===== src/rtl/f1_light_sequencer.sv =====
// f1_light_sequencer: F1 start-light sequencer with LFSR-randomised hold before lights out
// Ports:
//   clk        rising-edge clock
//   rst_n      asynchronous active-low reset
//   tick       one-cycle step strobe from the tick generator
//   trigger    start request, level sampled every clk while idle
//   abort      synchronous cancel, wins over tick and trigger
//   data_out   light pattern, bit0 lights first
//   busy       high while filling or holding
//   lights_out one-cycle pulse when the lights extinguish
//   hold_ticks hold length captured for the current run
module f1_light_sequencer #(
  parameter int                 N_LIGHTS  = 8,
  parameter int                 DELAY_W   = 7,
  parameter logic [DELAY_W-1:0] LFSR_TAPS = 7'b1100000,
  parameter logic [DELAY_W-1:0] LFSR_SEED = 7'h01
) (
  input  logic                clk,
  input  logic                rst_n,
  input  logic                tick,
  input  logic                trigger,
  input  logic                abort,
  output logic [N_LIGHTS-1:0] data_out,
  output logic                busy,
  output logic                lights_out,
  output logic [DELAY_W-1:0]  hold_ticks
);
  typedef enum logic [1:0] {IDLE = 2'd0, FILL = 2'd1, HOLD = 2'd2} state_t;
  localparam logic [DELAY_W-1:0] ONE = DELAY_W'(1);
  state_t              state_q, state_d;
  logic [N_LIGHTS-1:0] data_q, data_d;
  logic                busy_q, busy_d;
  logic                lo_q, lo_d;
  logic [DELAY_W-1:0]  hold_ticks_q, hold_ticks_d;
  logic [DELAY_W-1:0]  hold_cnt_q, hold_cnt_d;
  logic [DELAY_W-1:0]  lfsr_q, lfsr_d;
  // Free-running Fibonacci LFSR; a nonzero seed keeps it out of the all-zero lockup state.
  assign lfsr_d = {lfsr_q[DELAY_W-2:0], ^(lfsr_q & LFSR_TAPS)};
  always_comb begin
    state_d      = state_q;
    data_d       = data_q;
    hold_cnt_d   = hold_cnt_q;
    hold_ticks_d = hold_ticks_q;
    lo_d         = 1'b0;
    if (abort) begin
      state_d    = IDLE;
      data_d     = '0;
      hold_cnt_d = '0;
    end else begin
      case (state_q)
        IDLE: begin
          data_d  = '0;
          state_d = trigger ? FILL : IDLE;
        end
        FILL: if (tick) begin
          data_d = {data_q[N_LIGHTS-2:0], 1'b1};
          // This tick lights the last lamp: latch the random hold length now.
          if (&data_q[N_LIGHTS-2:0]) begin
            hold_cnt_d   = lfsr_q;
            hold_ticks_d = lfsr_q;
            state_d      = HOLD;
          end
        end
        HOLD: if (tick) begin
          hold_cnt_d = hold_cnt_q - ONE;
          if (hold_cnt_q == ONE) begin
            data_d  = '0;
            lo_d    = 1'b1;
            state_d = IDLE;
          end
        end
        default: begin
          state_d = IDLE;
          data_d  = '0;
        end
      endcase
    end
  end
  // busy is registered from the next state so it lines up with data_out.
  assign busy_d = (state_d != IDLE);
  always_ff @(posedge clk or negedge rst_n) begin
    if (!rst_n) begin
      state_q      <= IDLE;
      data_q       <= '0;
      busy_q       <= 1'b0;
      lo_q         <= 1'b0;
      hold_ticks_q <= '0;
      hold_cnt_q   <= '0;
      lfsr_q       <= LFSR_SEED;
    end else begin
      state_q      <= state_d;
      data_q       <= data_d;
      busy_q       <= busy_d;
      lo_q         <= lo_d;
      hold_ticks_q <= hold_ticks_d;
      hold_cnt_q   <= hold_cnt_d;
      lfsr_q       <= lfsr_d;
    end
  end
  assign data_out   = data_q;
  assign busy       = busy_q;
  assign lights_out = lo_q;
  assign hold_ticks = hold_ticks_q;
endmodule


===== config.mk =====
export PLATFORM = sky130hd
export DESIGN_NAME = f1_light_sequencer
export DESIGN_NICKNAME = d
export VERILOG_FILES = /design/src/rtl/f1_light_sequencer.sv
export SDC_FILE = /design/constraint.sdc
export NUM_CORES = 1
export LEC_CHECK = 0
export ABC_AREA = 1
export CORE_MARGIN = 3
export CORE_UTILIZATION = 41
export DETAILED_ROUTE_END_ITERATION = 8
export GPL_ROUTABILITY_DRIVEN = 0
export PLACE_DENSITY = 0.59
export SLEW_MARGIN = 15
export SYNTH_ARGS = -nofsm -noshare
export SYNTH_HDL_FRONTEND = slang
export SYNTH_SLANG_ARGS = --single-unit

===== constraint.sdc =====
create_clock -name clk -period 2 [get_ports clk]
set_input_delay 0.2 -clock clk [delete_from_list [all_inputs] [get_ports clk]]
set_output_delay 0.2 -clock clk [all_outputs]
set_load 0.1 [all_outputs]

[Yosys cells after proc, flatten, opt, wreduce, memory -nomap -nowiden]
Index checks and enable logic that the tools add are counted.
Cells by class
  muxes and demuxes: 21
  bitwise logic cells: 1
  add/subtract/negate cells: 1
  reductions and logical operators: 8
  eq/ne operators: 7
Operators with widths (number)
  8-bit two-way mux: 4
  7-bit two-way mux: 4
  8-bit case mux with 2 select lines: 1
  7-bit case mux with 2 select lines: 1
  3-bit != test, second input constant: 4
  2-bit two-way mux: 5
  10-bit AND reduction: 1
  7-bit by 1-bit equality test with 1-bit output, second input constant: 1
  7-bit AND reduction: 1
  7-bit parity: 1
  7-bit by 1-bit subtractor with 7-bit output, second input constant: 1
  2-bit case mux with 3 select lines: 1
  1-bit two-way mux: 5
  4-bit AND reduction: 1
  3-bit AND reduction: 1
  3-bit nonzero test: 1
  2-bit by 1-bit equality test with 1-bit output, second input constant: 1
  2-bit equality test, second input constant: 1
  2-bit zero test: 1
  2-bit nonzero test: 1
  1-bit inverter: 1
Word-level totals
  register bits after elaboration: 33
  bits of input ports: 5
  output and inout port bits: 17
  word-level logic and storage cells: 45

[Logic depth before layout (Yosys ltp)]
Gate-level depths: netlist (run 1).
  depth in word-level cells: 6
  gate-level depth with buffers: 9
  depth with buffers taken out: 9

[Worst setup path before layout (run 1)]
Ideal clock, no wire load.
  path kind: register -> register
  start: register data_q[2] (netlist: data_out[2])
  end: register hold_ticks_q[3] (netlist: hold_ticks[3])
  slack: 0.106 ns
  arrival: 1.772 ns
  buffers on the path: 1
  setup time: 0.122 ns
  clock period less this slack: 1.894 ns
  stages on the path, launching flop included: 7
  required time: 1.878 ns
  cell sequence: dfrtp_1 -> nand2_1 -> nor2_2 -> nand4_2 -> buf_6 -> nand2_1 -> o21ai_2
Between the ends
  word-level cells in the longest chain between the ends: 1
RTL lines
  from (decl): RTL line 31  | logic [N_LIGHTS-1:0] data_q, data_d;
  from (signal assigned): RTL line 92  | data_q <= data_d;
  10-bit AND reduction (no line)
  to (signal assigned): RTL line 95  | hold_ticks_q <= hold_ticks_d;
  to (decl): RTL line 34  | logic [DELAY_W-1:0] hold_ticks_q, hold_ticks_d;
No other way between the ends.
A chain may end at the register's enable or synchronous reset.

[Worst setup path in the final report (run 1)]
  start: register hold_cnt_q[1]
  end: register data_q[1] (netlist: data_out[1])
Between the ends
  word-level cells in the longest chain between the ends: 3
RTL lines
  from (decl): RTL line 35  | logic [DELAY_W-1:0] hold_cnt_q, hold_cnt_d;
  from (signal assigned): RTL line 96  | hold_cnt_q <= hold_cnt_d;
  7-bit by 1-bit equality test with 1-bit output: RTL line 66  | if (hold_cnt_q == ONE) begin
  3-bit != test (no line)
  3-bit AND reduction (no line)
No other way between the ends.

==> impl_metrics.env, run 1 <==
export IMPL_finalCritPeriodShare_pct=71.52
export IMPL_vias=1248
export IMPL_critical_path_top_delay_family="simple AND/OR/NAND/NOR gates"
export IMPL_pwr_share_clk_pct=46.5
export IMPL_drv_slew=0
export IMPL_hold_ws_ns=0.3079
export IMPL_io_buffers=21
export IMPL_rows=21
export IMPL_synthAdderAreaFrac_pct=1.601
export IMPL_antenna_cells=0
export IMPL_power_switching_uw=322.8
export IMPL_fin_crit_ns=1.430
export IMPL_avgSynthCellArea_sq_um=8.587
export IMPL_end_kind="register"
export IMPL_syn_nets=189
export IMPL_hold_buffers=0
export IMPL_core_area_sq_um=3495
export IMPL_finalWirelength_mm=3.254
export IMPL_max_stage_delay_ns=0.38
export IMPL_vias_per_cell=4.837
export IMPL_post_drt_wl_per_cell_microns=12.61
export IMPL_synth_xor_area_share_pct=1.121
export IMPL_combPwrFrac_pct=6.0
export IMPL_power_uw=1421
export IMPL_outcome="complete, no violations"
export IMPL_fp_dieW_microns=67.74
export IMPL_p_int_uw=1098
export IMPL_pwr_share_seq_pct=47.5
export IMPL_firstDrtPassIters=4
export IMPL_synth_area_sq_um=1563
export IMPL_slowest_stage="dfrtp_1"
export IMPL_synth_top_family_by_area="simple AND/OR/NAND/NOR gates"
export IMPL_cts_sinks=33
export IMPL_synth_simple_area_share_pct=31.47
export IMPL_clock_skew_final_ns=0.006098
export IMPL_synth_seq_cells=33
export IMPL_peakVddDrop_uv=495.3
export IMPL_path_buf_inv=2
export IMPL_hold_class="in -> async"
export IMPL_cts_htree_levels=2
export IMPL_startpoint_type="register"
export IMPL_drt_iter0_markers=136
export IMPL_clk_pin_slew_worst_paths_ns=0.07
export IMPL_layout_commonest_cell="nand2_1"
export IMPL_tightest_slew_ns=0.4133
export IMPL_synth_compound_area_share_pct=6.886
export IMPL_grt_first_pass_wirelength_mm=5.595
export IMPL_dieArea_sq_um=4589
export IMPL_cts_tree="done"
export IMPL_p_per_area_nw_per_um2=743.2
export IMPL_cts_resized=0
export IMPL_setup_violations=0
export IMPL_hold_violations=0
export IMPL_initial_utilization_pct=44.72
export IMPL_synthDistinctLibCells=28
export IMPL_clockBufferDepth=2
export IMPL_synthTopCellsByArea="dfrtp_1 (51%), nand2_1 (16%), o21ai_2 (3.9%), inv_1 (3.6%), nand3_1 (3.2%)"
export IMPL_path_cells="inv_1, ha_1, inv_1, nor2_1, nand4_1, nand3_1, nand2_2, nand2_1, nand2_1"
export IMPL_path_depth=9
export IMPL_max_cap_violations=0
export IMPL_antenna_left=0
export IMPL_io_pins=22
export IMPL_setup_tns_final_ns=0
export IMPL_die_y_microns=67.74
export IMPL_required_ns=2.18
export IMPL_synth_top_area_share_pct=51.24
export IMPL_grt_start_max_net_pins=34
export IMPL_leakage_uw=0.0009880
export IMPL_path_max_fanout=8
export IMPL_grtUsageTotal_pct=16.93
export IMPL_critical_path_class="reg -> reg"
export IMPL_cp_arrival_ns=1.61
export IMPL_ys_seq_area_share_pct=52.92
export IMPL_cts_setup_buffers=0
export IMPL_antenna_found_initial=0
export IMPL_worstSkewPairLatency_ns=0.29
export IMPL_yosys_warnings=0
export IMPL_cts_root_buf="clkbuf_8"
export IMPL_grt_pass1_vias=1160
export IMPL_fin_nets=218
export IMPL_post_dp_hpwl_mm=2.361
export IMPL_fmax_ghz=0.6991
export IMPL_synth_area_mux_share_pct=0
export IMPL_syn_inst=182
export IMPL_syn2layout_area_growth_pct=22.34
export IMPL_yosysTopAreaCell="dfrtp_1"
export IMPL_drc_errors=0
export IMPL_rsz0062_at_grt="no"
export IMPL_sw_frac_of_total_pct=22.72
export IMPL_slew_headroom_pct=72.45
export IMPL_grt_remaining_overflow=0
export IMPL_most_common_layout_cells="nand2_1 (67), dfrtp_1 (32), buf_4 (19)"
export IMPL_rr_worst_depth=9
export IMPL_drive_gt1_share_pct=24.53
export IMPL_numCtsBuffers=5
==> per-layer routing <==
layer | track usage (%) | wire [microns]
met5 | 0 | 0
met4 | 7.595 | 59
met3 | 5.324 | 173
met2 | 23.57 | 1451
met1 | 23.79 | 1569
==> power by group through the flow <==
stage | Clock, uW | Combinational, uW | Sequential, uW
global placement | 0 | 86.6 | 687
CTS | 684 | 87.2 | 675
global route | 710 | 94.4 | 675
finish | 660 | 85.8 | 675
detailed placement | 0 | 87.0 | 688
floorplan | 0 | 33.0 | 704
==> cells by family after synthesis <==
kind of cell,count (synthesis)
DFF,33
adders and majority gates,2
AOI/OAI and AO/OA,15
and+or+nand+nor,107
buffers and inverters,23
xor gates and xnor gates,2
==> through the flow <==
step           area (sq um)  setup slack, ns  utilization, %  instances
2_1_floorplan          1563           0.1060               -        182
3_5_place_dp           1792           0.3976           51.27        250
5_1_grt                1912           0.4206           54.71        258
4_1_cts                1912           0.5651           54.71        258
3_3_place_gp           1792           0.4200           51.27        250
6_report               1912           0.5695           54.71        258
==> synthesized netlist by cell type, drive strengths merged <==
library cell   n
a211oi         1
nand2         71
nand3         12
o22ai          3
nor3           2
xor2           1
a21oi          1
xnor2          1
nand3b         1
ha             2
nor2          15
o21ai         10
inv           22
dfstp          1
nand4          6
dfrtp         32
buf            1
==> final cells by class <==
cell class	count	area [sq um]
clock buffer	6	82.58
clock inverter	2	37.54
fill	340	1583
inverter	22	82.58
multi-input combinational	126	641.9
sequential	33	827.0
tap	46	57.56
timing repair buffer	23	182.7
==> flip-flops by register name, summed over array words and instances, names as in the netlist <==
register and count:
lights_out 1, state_q 2, data_out 8, hold_ticks 7, busy 1, lfsr_q 7
hold_cnt_q 7
==> worst paths after layout <==
check                               from             to  slack, ns
max in group asynchronous          rst_n      lfsr_q[0]       1.36
max reg2reg                hold_cnt_q[1]    data_out[1]       0.57
min reg2reg                    lfsr_q[3]      lfsr_q[4]       0.38
min                                rst_n  hold_cnt_q[2]       0.31
max                        hold_cnt_q[1]    data_out[1]       0.57
min in group clk               lfsr_q[3]      lfsr_q[4]       0.38
No activity file was read; power rests on OpenSTA's default activity.
==> run 2: changes to the inputs <==
- PLACE_DENSITY: 0.59 -> 0.61
- clock period: 2 -> 1.2 ns (I/O delays scaled with it)
==> run 2 against run 1 <==
Effect of this change:
- the flow now finishes with violations (negative setup slack)
- clock skew is 0.0019 ns lower
- sequential share of layout area is 11 points lower
- sequential power is 67% higher
- via count is 17% higher
- largest cell class unchanged
==> impl_metrics.env, run 2 (synthesis gave the netlist of run 1 again) <==
export IMPL_cp_arrival_ns=1.52
export IMPL_path_cells="nand2_4, nor2_4, nand2_2, nand2_2, nand3_4, buf_4, o21ai_1"
export IMPL_critical_path_class="reg -> reg"
export IMPL_p_per_area_nw_per_um2=932.3
export IMPL_syn2layout_area_growth_pct=68.21
export IMPL_power_switching_uw=580.3
export IMPL_max_cap_violations=0
export IMPL_combPwrFrac_pct=8.5
export IMPL_largest_reg_flops=8
export IMPL_core_area_sq_um=3495
export IMPL_clockBufferDepth=2
export IMPL_grt_pass1_vias=1453
export IMPL_grt_remaining_overflow=0
export IMPL_io_buffers=21
export IMPL_sw_frac_of_total_pct=23.68
export IMPL_die_y_microns=67.74
export IMPL_failed_checks="negative setup slack"
export IMPL_p_int_uw=1870
export IMPL_drc_errors=0
export IMPL_cts_sinks=33
export IMPL_most_common_layout_cells="nand2_1 (54), dfrtp_1 (23), buf_4 (23)"
export IMPL_postLayoutCellArea_sq_um=2629
export IMPL_numCtsBuffers=5
export IMPL_required_ns=1.42
export IMPL_fp_dieW_microns=67.74
export IMPL_peakVddDrop_uv=839.7
export IMPL_startpoint_type="register"
export IMPL_worstSkewPairLatency_ns=0.29
export IMPL_drt_iter0_markers=77
export IMPL_crit_top_cell="nand2_2"
export IMPL_rows=21
export IMPL_tightest_slew_ns=0.3503
export IMPL_place_area_sq_um=2238
export IMPL_antenna_found_initial=0
export IMPL_layout_commonest_cell="nand2_1"
export IMPL_post_dp_hpwl_mm=2.730
export IMPL_hold_class="in -> async"
export IMPL_path_buf_inv=1
export IMPL_grt_start_max_net_pins=34
export IMPL_setup_violations=28
export IMPL_n_fill_cell=227
export IMPL_clock_skew_final_ns=0.004202
export IMPL_cts_tree="done"
export IMPL_antenna_left=0
export IMPL_grtUsageTotal_pct=20.06
export IMPL_dp_slack_ns=-0.3098
export IMPL_drv_slew=0
export IMPL_vias_per_cell=5.000
export IMPL_leakage_uw=0.001272
export IMPL_pwr_share_clk_pct=45.5
export IMPL_critical_path_top_delay_family="simple AND/OR/NAND/NOR gates"
export IMPL_fmax_ghz=0.7713
export IMPL_path_max_fanout=8
export IMPL_rsz0062_at_grt="yes"
export IMPL_finalWirelength_mm=4.263
export IMPL_dieArea_sq_um=4589
export IMPL_post_drt_wl_per_cell_microns=14.65
export IMPL_finalCritPeriodShare_pct=108.0
export IMPL_max_stage_delay_ns=0.44
export IMPL_antenna_cells=0
export IMPL_fin_nets=251
export IMPL_timing_final_ws_setup_ns=-0.09654
export IMPL_end_kind="register"
export IMPL_grt_first_pass_wirelength_mm=6.679
export IMPL_hold_ws_ns=0.1953
export IMPL_cts_htree_levels=2
export IMPL_hold_violations=0
export IMPL_slowest_stage="dfrtp_4"
export IMPL_utilization_pct=75.22
export IMPL_cts_root_buf="clkbuf_8"
export IMPL_initial_utilization_pct=44.72
export IMPL_clk_pin_slew_worst_paths_ns=0.07
export IMPL_pwr_share_seq_pct=46.0
export IMPL_slew_headroom_pct=76.47
export IMPL_outcome="complete, but fails checks"
export IMPL_drive_gt1_share_pct=52.65
export IMPL_firstDrtPassIters=4
export IMPL_io_pins=22
export IMPL_fin_crit_ns=1.297
export IMPL_vias=1455
==> run 2: per-layer routing <==
metal  track usage, %  routed length, microns
met1            21.73                    1819
met2            36.57                    2203
met3            5.324                     170
met4            8.101                      70
met5                0                       0
==> run 2: worst paths after layout <==
kind                        startpoint       endpoint  slack, ns  cells after the start
hold reg to reg              lfsr_q[2]      lfsr_q[3]       0.38                      0
min in group clk             lfsr_q[2]      lfsr_q[3]       0.38                      0
hold / removal                   rst_n    data_out[3]       0.20                      2
setup reg to reg           data_out[3]  hold_cnt_q[3]       -0.1                      7
setup / recovery           data_out[3]  hold_cnt_q[3]       -0.1                      7
max in group asynchronous        rst_n      lfsr_q[0]       0.76                      2
==> run 2: cell type report <==
type | instances | area (sq um) | share of cell area [%]
clock inverters | 2 | 37.54 | 1.428
flip-flops and latches | 33 | 855.8 | 32.56
inverters | 22 | 85.08 | 3.237
multi-input cells | 126 | 804.5 | 30.60
repair buffers | 56 | 705.7 | 26.84
clock buffers | 6 | 82.58 | 3.141
well taps | 46 | 57.56 | 2.189
==> run 2: per-stage QoR <==
stage	power [uW]	std cells	setup TNS, ns
6_report	2451	291	-1.422
5_1_grt	2515	291	-3.271
4_1_cts	2452	286	-0.9017
3_5_place_dp	1331	271	-5.371
3_3_place_gp	1328	271	-5.329
2_1_floorplan	1233	182	-2.344
==> run 2: repair_timing <==
action                     in CTS  in global routing
pin swaps                       7                 17
setup buffers                   7                  8
gates cloned                    0                  0
setup endpoints to repair      29                 33
hold buffers                    0                  0
resized for setup              18                 34
==> run 2: power groups by stage <==
stage	Sequential [uW]	Combinational, uW	Clock (uW)
after detailed placement	1150	184	0
after global routing	1130	225	1160
final	1130	209	1110
after CTS	1130	199	1130
after global placement	1150	181	0
after floorplan	1180	56.8	0
==> run 2: worst register-to-register path, cell delays in order (launching register included) <==
cell,delay [ns]
dfrtp_4,0.44
nand2_4,0.06
nor2_4,0.13
nand2_2,0.08
nand2_2,0.09
nand3_4,0.14
buf_4,0.18
o21ai_1,0.11
==> run 3: changes to the inputs <==
- SLEW_MARGIN: 15 -> default
==> results of run 3 <==
Final layout, timing and power as in run 2 (identical DEF).
